==> config.mk <==
export PLATFORM = sky130hd
export DESIGN_NAME = sin_lut_arbiter
export DESIGN_NICKNAME = d
export VERILOG_FILES = /design/src/rtl/sin_lut_arbiter.sv
export SDC_FILE = /design/constraint.sdc
export NUM_CORES = 1
export LEC_CHECK = 0
export BUFFER_PORTS_ARGS = -buffer_cell sky130_fd_sc_hd__buf_2
export CAP_MARGIN = 0
export CORE_ASPECT_RATIO = 1.1
export CORE_MARGIN = 3
export CORE_UTILIZATION = 39
export CTS_BUF_LIST = sky130_fd_sc_hd__clkbuf_4
export DETAILED_ROUTE_END_ITERATION = 6
export GPL_TIMING_DRIVEN = 0
export PLACE_DENSITY_LB_ADDON = 0.2
export SLEW_MARGIN = 10
export SYNTH_ARGS = -nofsm -noshare
export SYNTH_HDL_FRONTEND = slang
export SYNTH_SLANG_ARGS = --single-unit
==> constraint.sdc <==
create_clock -name clk -period 1.8 [get_ports clk]
set_clock_uncertainty 0.1 [all_clocks]
set_input_delay 0.27 -clock clk [delete_from_list [all_inputs] [get_ports clk]]
set_output_delay 0.27 -clock clk [all_outputs]
set_load 0.1 [all_outputs]
==> src/rtl/sin_lut_arbiter.sv <==
// Shares one sin_lut between N phase requesters: round-robin grant, registered LUT phase,
// tag pipeline that routes each LUT sample back to its requester. Option: SIN_ARB_PRIO0_EN.
module sin_lut_arbiter #(
  parameter int N         = 4,
  parameter int PHI_WIDTH = 8,
  parameter int WIDTH     = 24,
  parameter int LUT_LAT   = 1
) (
  input  logic                   clk,
  input  logic                   rst,
  input  logic [N-1:0]           req,
  input  logic [N*PHI_WIDTH-1:0] phi,
  output logic [N-1:0]           gnt,
  output logic [PHI_WIDTH-1:0]   lut_phi,
  input  logic [WIDTH-1:0]       lut_wav,
  output logic [N-1:0]           rsp_valid,
  output logic [WIDTH-1:0]       rsp_wav
);

  localparam int IDX_W = (N > 1) ? $clog2(N) : 1;

  logic [IDX_W-1:0] ptr;
  logic [IDX_W-1:0] win_idx;
  logic             win_vld;

  logic             vld_p [0:LUT_LAT];
  logic [IDX_W-1:0] idx_p [0:LUT_LAT];

  // Winner search starts one past the last granted index and wraps N-1 -> 0.
  always_comb begin
    int c;
    win_vld = 1'b0;
    win_idx = ptr;
    gnt     = '0;
    c       = 0;
`ifdef SIN_ARB_PRIO0_EN
    if (req[0]) begin
      win_vld = 1'b1;
      win_idx = '0;
    end
`endif
    for (int k = 1; k <= N; k++) begin
      c = int'(ptr) + k;
      if (c >= N) c = c - N;
`ifdef SIN_ARB_PRIO0_EN
      if (!win_vld && (c != 0) && req[c]) begin
`else
      if (!win_vld && req[c]) begin
`endif
        win_vld = 1'b1;
        win_idx = IDX_W'(c);
      end
    end
    if (rst) win_vld = 1'b0;
    if (win_vld) gnt[win_idx] = 1'b1;
  end

  // Stage p0: grant accepted, phase registered toward the LUT
  always_ff @(posedge clk) begin
    if (rst) begin
      ptr     <= IDX_W'(N - 1);
      lut_phi <= '0;
    end else if (win_vld) begin
      lut_phi <= phi[win_idx*PHI_WIDTH +: PHI_WIDTH];
`ifdef SIN_ARB_PRIO0_EN
      if (win_idx != '0) ptr <= win_idx;
`else
      ptr <= win_idx;
`endif
    end
  end

  always_ff @(posedge clk) begin
    if (rst) begin
      for (int k = 0; k <= LUT_LAT; k++) vld_p[k] <= 1'b0;
    end else begin
      vld_p[0] <= win_vld;
      for (int k = 1; k <= LUT_LAT; k++) vld_p[k] <= vld_p[k-1];
    end
  end

  always_ff @(posedge clk) begin
    idx_p[0] <= win_idx;
    for (int k = 1; k <= LUT_LAT; k++) idx_p[k] <= idx_p[k-1];
  end

  // Stage p(LUT_LAT): tag lines up with the LUT output
  always_comb begin
    rsp_valid = '0;
    if (vld_p[LUT_LAT] && !rst) rsp_valid[idx_p[LUT_LAT]] = 1'b1;
  end

  assign rsp_wav = lut_wav;

endmodule

Word-level counts from Yosys, hierarchy flattened

Memory sizes are Yosys's and may differ from the RTL's.
Index checks and enable logic that the tools add are counted.

Memories: 2
Bits in registers: 10
Input bits: 62
Logic and storage cells: 73
Memory bits (writable): 6

Memories:

| name  | depth | bits a word | read ports | clocked after Yosys merged registers in | wr ports | line | source |
|---|---|---|---|---|---|---|---|
| idx_p | 2     | 2           | 2          | 0                                       | 2        | 27   | `logic [IDX_W-1:0] idx_p [0:LUT_LAT];` |
| vld_p | 2     | 1           | 2          | 0                                       | 2        | 26   | `logic vld_p [0:LUT_LAT];` |

Reductions and logical operators: 10
Multiplexer cells: 36
Add/subtract/negate cells: 8
Magnitude comparators: 12
Shift operators: 1
Bitwise operators: 2

Operator list:

| operator                                                     | number |
|---|---|
| less-than comparator 32 x 4 -> 1 bit (second input constant) | 4 |
| two-way mux 32 bit                                           | 4 |
| indexed part select 32 x 6 -> 8 bit                          | 1 |
| two-way mux 1 bit                                            | 20 |
| subtractor 3 x 3 -> 4 bit (second input constant)            | 3 |
| >= comparator 3 bit (second input constant)                  | 3 |
| binary-select mux 1 bit (select 2 bit)                       | 4 |
| two-way mux 2 bit                                            | 4 |
| two-way mux 4 bit                                            | 2 |
| adder 2 x 2 -> 3 bit (second input constant)                 | 2 |
| logical AND 1 bit                                            | 6 |
| less-than comparator 2 x 3 -> 1 bit (second input constant)  | 2 |
| subtractor 4 x 3 -> 5 bit (second input constant)            | 1 |
| adder 2 x 3 -> 4 bit (second input constant)                 | 1 |
| demux 1 bit (select 2 bit)                                   | 2 |
| >= comparator 2 x 1 -> 1 bit (second input constant)         | 2 |
| >= comparator 4 x 3 -> 1 bit (second input constant)         | 1 |
| zero test 1 bit                                              | 4 |
| adder 2 x 1 -> 3 bit (second input constant)                 | 1 |
| bitwise OR 1 bit                                             | 2 |

Longest topological paths before layout

Gate-level depths: netlist of run 1.

Depth after elaboration: 21
Gate-level depth with buffers: 7
Gate-level depth less buffers: 5

Worst setup path before layout of run 1

No wires, ideal clock.

Path kind: reg2out
Start point: mem vld_p[1][0], in the netlist vld_p[0][1]
End point: out rsp_valid[0]
Arrival: 2,697 ps
Path buffers: 0
Slack: -1,267 ps
Data required time: 1,430 ps
Stages on the path, launching flop included: 3
Cell sequence: dfxtp_1 > nor2b_1 > nor3b_1

RTL lines:

| what        | line | source |
|---|---|---|
| from (decl) | 26   |  |
| to (decl)   | 16   | `output logic [N-1:0] rsp_valid,` |

Worst setup path in the final report of run 1

Start point: reg ptr[0]
End point: out gnt[2]

Longest elaborated chain between the ends: 21
Elaborated cells on any way between the ends: 49
Classes of those cells: add/sub: 8; order compare: 6; mux: 28; reduce/logical: 7

Ends and longest elaborated chain:

| what                                                                                                             | line | source |
|---|---|---|
| from (decl)                                                                                                      | 22   | `logic [IDX_W-1:0] ptr;` |
| from (signal assigned)                                                                                           | 61   | `ptr <= IDX_W'(N - 1);` |
| from (signal assigned)                                                                                           | 68   | `ptr <= win_idx;` |
| adder 2 x 1 -> 3 bit                                                                                             | 43   | `c = int'(ptr) + k;` |
| subtractor 3 x 3 -> 4 bit / >= comparator 3 bit (equally long branches)                                          | 44   | `if (c >= N) c = c - N;` |
| two-way mux 32 bit                                                                                               | 44   |  |
| binary-select mux 1 bit (select 2 bit)                                                                           | 48   | `if (!win_vld && req[c]) begin` |
| two-way mux 1 bit (implied by the code) (2 in series)                                                            | 48   |  |
| two-way mux 1 bit                                                                                                | 48   |  |
| zero test 1 bit                                                                                                  | 48   |  |
| logical AND 1 bit                                                                                                | 48   |  |
| [... 5 more ...]                                                                                                 | --   |  |
| logical AND 1 bit                                                                                                | 48   |  |
| two-way mux 2 bit *                                                                                              | 48   |  |
| via win_idx[1]                                                                                                   | 23   | `logic [IDX_W-1:0] win_idx;` |
| less-than comparator 2 x 3 -> 1 bit (implied by the code) / >= comparator 2 x 1 -> 1 bit (equally long branches) | 55   | `if (win_vld) gnt[win_idx] = 1'b1;` |
| logical AND 1 bit (implied by the code)                                                                          | 55   |  |
| two-way mux 1 bit (implied by the code)                                                                          | 55   |  |
| demux 1 bit (select 2 bit) *                                                                                     | 55   |  |
| two-way mux 4 bit *                                                                                              | 55   |  |
| to (decl)                                                                                                        | 13   | `output logic [N-1:0] gnt,` |

The timed path passes the listed nets; every way through them passes the cells marked *. The select of a mux whose other input is x is not followed.

==> out/metrics.cfg, run 1 <==
[status]
outcome = finished with violations
violations = setup timing

[global_route]
grt_max_degree = 11
grt_pass1_vias = 1148
grt_pass1_wl_mm = 4.698
antenna_found_initial = 0
grt_overflow = 0
grt.total_usage_pct = 15.70

[clock_tree]
clock_path_buffers = 2
cts_tree = yes
numClockSinks = 16
clkTransAtPathRegs_ns = 0.08
worstSkewPairLatency_ns = 0.27
cts_buffers = 3
htree_levels = 1
root_buffer = clkbuf_4
ctsHoldBuffers = 0

[layout]
num_antenna_cells = 0
fin_nets = 293
areaGrowthSynthToFinish_pct = 56.59
drive_gt1_share_pct = 59.13
fillerInstances = 212
design_area_um2 = 1783
fin_cells = 261

[timing]
post-route-period-util_pct = 111.1
slew_headroom_pct = 67.68
setup_viol = 4
final_max_slew_viol_count = 0
final-hold-violation-count = 0
rsz0062_at_grt = yes
setup_slack_ns = -0.1995
holdWs_ns = 0.1465
min_period_ns = 1.999
worst_pin_slew_ns = 0.4882
max_freq_mhz = 500.1

[power_and_ir_drop]
p_int_w = 0.0007609
clkPwrFrac_pct = 11.4
leakagePower_nw = 0.9319
seq_power_share_pct = 27.7
switching_share_pct = 51.45
switching_power_w = 0.0008063
power.density_nw_per_um2 = 879.0
ir_drop_v = 0.0005740
comb_power_share_pct = 60.9

[critical_path]
arrival_ns = 1.63
worstPathRequired_ns = 1.43
critPathKind = flip-flop to output pin
cp-start-kind = flip-flop
path_max_fanout = 6
crit_path_end_kind = output pin
reg2reg_slack_ns = 0.09

[yosys]
ys.flop_type = dfxtp_1
synth.area.top_cells = dfxtp_1, buf_4, mux2i_1
netlist.area_leader.share_pct = 28.13
ys_warn_count = 0
synth_area_leader_cell = dfxtp_1
syn_inst = 144
yosys-top-cells-count = buf_4, nand2_1, dfxtp_1
syn_avg_cell_area_um2 = 7.907
synthMostInstantiatedCell = buf_4
syn_area_um2 = 1139
synthesis.nets = 206
post_synth_num_cell_types = 33
ys_async_sr_fraction_pct = 0
synth-seq-cells = 16
synth_seq_area_share_pct = 28.13
synth_edf_count = 0

[floorplanning]
dieWidth_um = 57.52
pin_count = 102
rows = 19
core_area_um2 = 2639
die_h_um = 62.67
start_util_pct = 43.15
die_area_um2 = 3604

[placed_design]
io_buffer_count = 77
dp.cells = 252
hpwl_mm = 2.477
gp_congestion = 0.7786
postPlaceCellArea_um2 = 1590

[route]
first_pass_iters = 4
vias = 1279
wl_mm = 3.112
routed_via_density = 4.900
drc = 0
drtIter0Drc = 21
drtAntennaViolNets = 0
routedWlPerCell_um = 11.92

[job]
drv_cap = 0

[worst_hold_path]
hp-class = primary input to flip-flop

[kinds of logic (layout without fill, tap and decap cells)]
group,count (synthesis),count (layout),share of synthesized area (%)
muxes,8,8,7.033
DFF,16,16,28.13
AOI/OAI and AO/OA,37,37,21.21
and+or+nand+nor,45,45,21.21
buffers and inverters,38,124,22.42
[worst max-delay path: stages, from the launching register on]
cell and delay, ns:
dfxtp_2 0.35, and2b_2 0.26, o21bai_4 0.14, and2_4 0.19
nand2_4 0.08, nor2_4 0.15, buf_12 0.18
[through the flow]
step,setup WS [ns],total power (W),setup TNS [ns],utilization [%]
floorplan,-0.2654,0.001166,-0.4339,-
global placement,-0.4007,0.001298,-1.241,60.27
detailed placement,-0.4448,0.001307,-1.347,60.27
CTS,-0.2084,0.001558,-0.9110,66.67
global route,-0.2714,0.001636,-1.028,67.57
finish,-0.1995,0.001567,-0.7430,67.57
[registers in the layout, summed over array words and instances (netlist names)]
register	cells
ptr	2
vld_p	2
lut_phi	8
idx_p	4
[power groups by stage]
stage                     registers (W)  logic, W  clock network (W)
after global routing           0.000439  0.000997           0.000201
after CTS                      0.000433  0.000942           0.000183
after detailed placement       0.000441  0.000867                  0
after global placement         0.000439  0.000859                  0
final                          0.000433  0.000954           0.000179
after floorplan                0.000639  0.000527                  0
[cell usage in the layout, fill, tap and decap left out, types with 3 or more instances in the layout]
cell	count
inv_1	8
clkbuf_4	7
and2_4	3
o21ai_0	4
buf_4	31
mux2i_1	8
dfxtp_1	15
a31oi_1	8
nand2_1	17
buf_2	71
buf_12	5
o211ai_1	9
nor2b_1	4
o21ai_1	4
a21oi_1	8
[routing by layer]
| metal | up-vias | track usage, % | share of wire (%) |
|---|---|---|---|
| li1 | 642 | - | - |
| met2 | 81 | 27.82 | 51 |
| met5 | - | 0 | 0 |
| met1 | 550 | 18.45 | 36 |
| met3 | 6 | 2.479 | 12 |
| met4 | 0 | 5.797 | 1.4 |
[final timing paths]
path / start / endpoint / cells past startpoint
worst max-delay path: ptr[0] / gnt[2] / 6
worst min-delay path: rst / vld_p[0][1] / 2
worst max register to register: ptr[0] / lut_phi[0] / 7
worst min register to register: idx_p[0][1] / idx_p[0][3] / 0
[cell type report]
class / instances / area [µm²] / area share, %
flip-flops and latches: 16 / 321.6 / 18.04
plain buffers: 28 / 214.0 / 12.00
clock inverters: 1 / 3.754 / 0.2105
inverters: 8 / 30.03 / 1.684
repair buffers: 84 / 508.0 / 28.49
multi-input cells: 90 / 644.4 / 36.14
well taps: 31 / 38.79 / 2.175
clock buffers: 3 / 22.52 / 1.263
[timing repair]
action | CTS | global route
pin swaps | 4 | 3
resized for setup | 29 | 13
buffers inserted | 6 | 1
endpoints found under the setup margin | 4 | 14
Note: power is estimated with default switching activity, not from simulation.
==> run 2: changes to the inputs <==
Settings changed: SETUP_SLACK_MARGIN set to 0.15, SKIP_CTS_REPAIR_TIMING set to 1.
==> run 2 against run 1 <==
Effect of this change:
- the flow still finishes with violations (setup timing)
- setup slack got worse by 0.054 ns
- clock-buffer cell count did not move
- critical endpoint is now gnt[3]
- worst hold slack got worse by 0.019 ns
- global-route usage fell by 0.10 points
- highest routed layer unchanged
- combinational power rose by 4.5%
- routed wire length rose by 11%
- power rose by 3.3%
- core utilization rose by 3.1 points
==> out/metrics.cfg, run 2 (synthesized netlist as in run 1, its figures left out) <==
[status]
outcome = finished with violations
violations = setup timing

[floorplanning]
core_area_um2 = 2639  ; unchanged
start_util_pct = 43.15  ; unchanged
dieWidth_um = 57.52  ; unchanged
die_area_um2 = 3604  ; unchanged
rows = 19  ; unchanged
pin_count = 102  ; unchanged
die_h_um = 62.67  ; unchanged

[layout]
largest_reg_flops = 8  ; unchanged
final_common_cell = buf_2
drive_gt1_share_pct = 59.83  ; +0.70 points
post-route-util_pct = 70.65  ; +3.1 points
areaGrowthSynthToFinish_pct = 63.74
layout.area.seq_um2 = 322.8  ; +0.39%
top_register = lut_phi
reg_top3 = lut_phi x8, idx_p x4
final_cell_mix = buf_2, buf_4, nand2_1
fin_cells = 265  ; +1.5%
num_antenna_cells = 0  ; unchanged
multi_input_area_um2 = 646.9  ; +0.39%
fin_nets = 297  ; +1.4%
fillerInstances = 227  ; +7.1%

[power_and_ir_drop]
power.density_nw_per_um2 = 868.6  ; -1.2%
ir_drop_v = 0.0007039  ; +23%
power_w = 0.001619  ; +3.3%
leakagePower_nw = 0.9630  ; +3.3%

[route]
routed_via_density = 4.936  ; +0.72%
drc = 0  ; unchanged
vias = 1308  ; +2.3%
first_pass_iters = 6  ; +2
drtAntennaViolNets = 0  ; unchanged
drtIter0Drc = 28  ; +33%
routedWlPerCell_um = 13.04  ; +9.3%
wl_mm = 3.455  ; +11%

[clock_tree]
worstSkewPairLatency_ns = 0.27  ; about the same
cts_buffers = 3  ; unchanged
clkTransAtPathRegs_ns = 0.08  ; about the same
cts_tree = yes
clock_path_buffers = 2  ; unchanged
htree_levels = 1  ; unchanged
root_buffer = clkbuf_4
numClockSinks = 16  ; unchanged

[critical_path]
arrival_ns = 1.68  ; +0.05 ns
reg2reg_slack_ns = -0.04  ; -0.13 ns
critPathKind = flip-flop to output pin
worstPathRequired_ns = 1.43  ; about the same
cp-start-kind = flip-flop
path_max_fanout = 5  ; -1
crit_path_end_kind = output pin

[timing]
worst_pin_slew_ns = 0.4927  ; +0.004512 ns
tns_ns = -1.057  ; -0.3144 ns
max_freq_mhz = 486.9  ; -2.6%
final-hold-violation-count = 0  ; unchanged
setup_slack_ns = -0.2537  ; -0.05418 ns
post-route-period-util_pct = 114.1  ; +3.0 points
final_max_slew_viol_count = 0  ; unchanged
rsz0062_at_grt = yes
min_period_ns = 2.054  ; +0.05418 ns
setup_viol = 6  ; +2
slew_headroom_pct = 67.38  ; -0.30 points

[placed_design]
gp_congestion = 0.8141  ; +4.6%
place_ws_ns = -0.4349  ; +0.009931 ns
io_buffer_count = 77  ; unchanged
dp.cells = 252  ; unchanged
hpwl_mm = 2.615  ; +5.6%

[worst_hold_path]
hp-class = primary input to flip-flop

[global_route]
grt_max_degree = 11  ; unchanged
antenna_found_initial = 0  ; unchanged
grt_pass1_wl_mm = 4.623  ; -1.6%
grt_overflow = 0  ; unchanged
grt_pass1_vias = 1156  ; +0.70%
grt.total_usage_pct = 15.59  ; -0.10 points

[job]
drv_cap = 0  ; unchanged

[run 2: changes by cell type in the layout (fill, tap and decap cells not counted), sizes merged]
cell	before	now
buf	108	115
clkbuf	7	4
[run 2: final timing paths]
check              startpoint           to  depth (start not counted)
setup / recovery       ptr[0]       gnt[3]                          6
hold / removal            rst  vld_p[0][1]                          2
setup reg to reg       ptr[0]   lut_phi[0]                          8
hold reg to reg   idx_p[0][0]  idx_p[0][2]                          0
[run 2: area by class of cell]
class	instances	share of cell area [%]
clock inverter	1	0.2013
inverter	8	1.611
multi-input combinational	90	34.70
tap	31	2.081
sequential	16	17.32
clock buffer	3	1.208
timing repair buffer	86	30.07
buffer	30	12.82
[run 2: metrics by stage]
| stage | hold WS, ns | area (µm²) |
|---|---|---|
| CTS | 0.1185 | 1629 |
| finish | 0.1276 | 1864 |
| detailed placement | 0.2151 | 1603 |
| floorplan | 0.2096 | 1179 |
| global route | 0.1345 | 1864 |
| global placement | 0.2108 | 1603 |
[run 2: power breakdown]
group	switching, W	leakage, nW	internal, W
Combinational	0.000693	0.814	0.000304
Clock	0.000103	0.0154	0.0000803
Sequential	0.0000335	0.133	0.000406
[run 2: critical path, stage by stage (launching register included)]
cell,delay [ns]
dfxtp_2,0.35
and2b_2,0.26
o21bai_4,0.23
nand3_4,0.11
buf_12,0.15
and2_4,0.14
buf_12,0.16
[run 2: routing by layer]
| metal | GRT usage, % | vias up | share of wire, % |
|---|---|---|---|
| met3 | 3.719 | 6 | 8.9 |
| met4 | 6.377 | 0 | 1.5 |
| li1 | - | 651 | - |
| met2 | 26.41 | 82 | 50 |
| met5 | 0 | - | 0 |
| met1 | 18.39 | 569 | 39 |
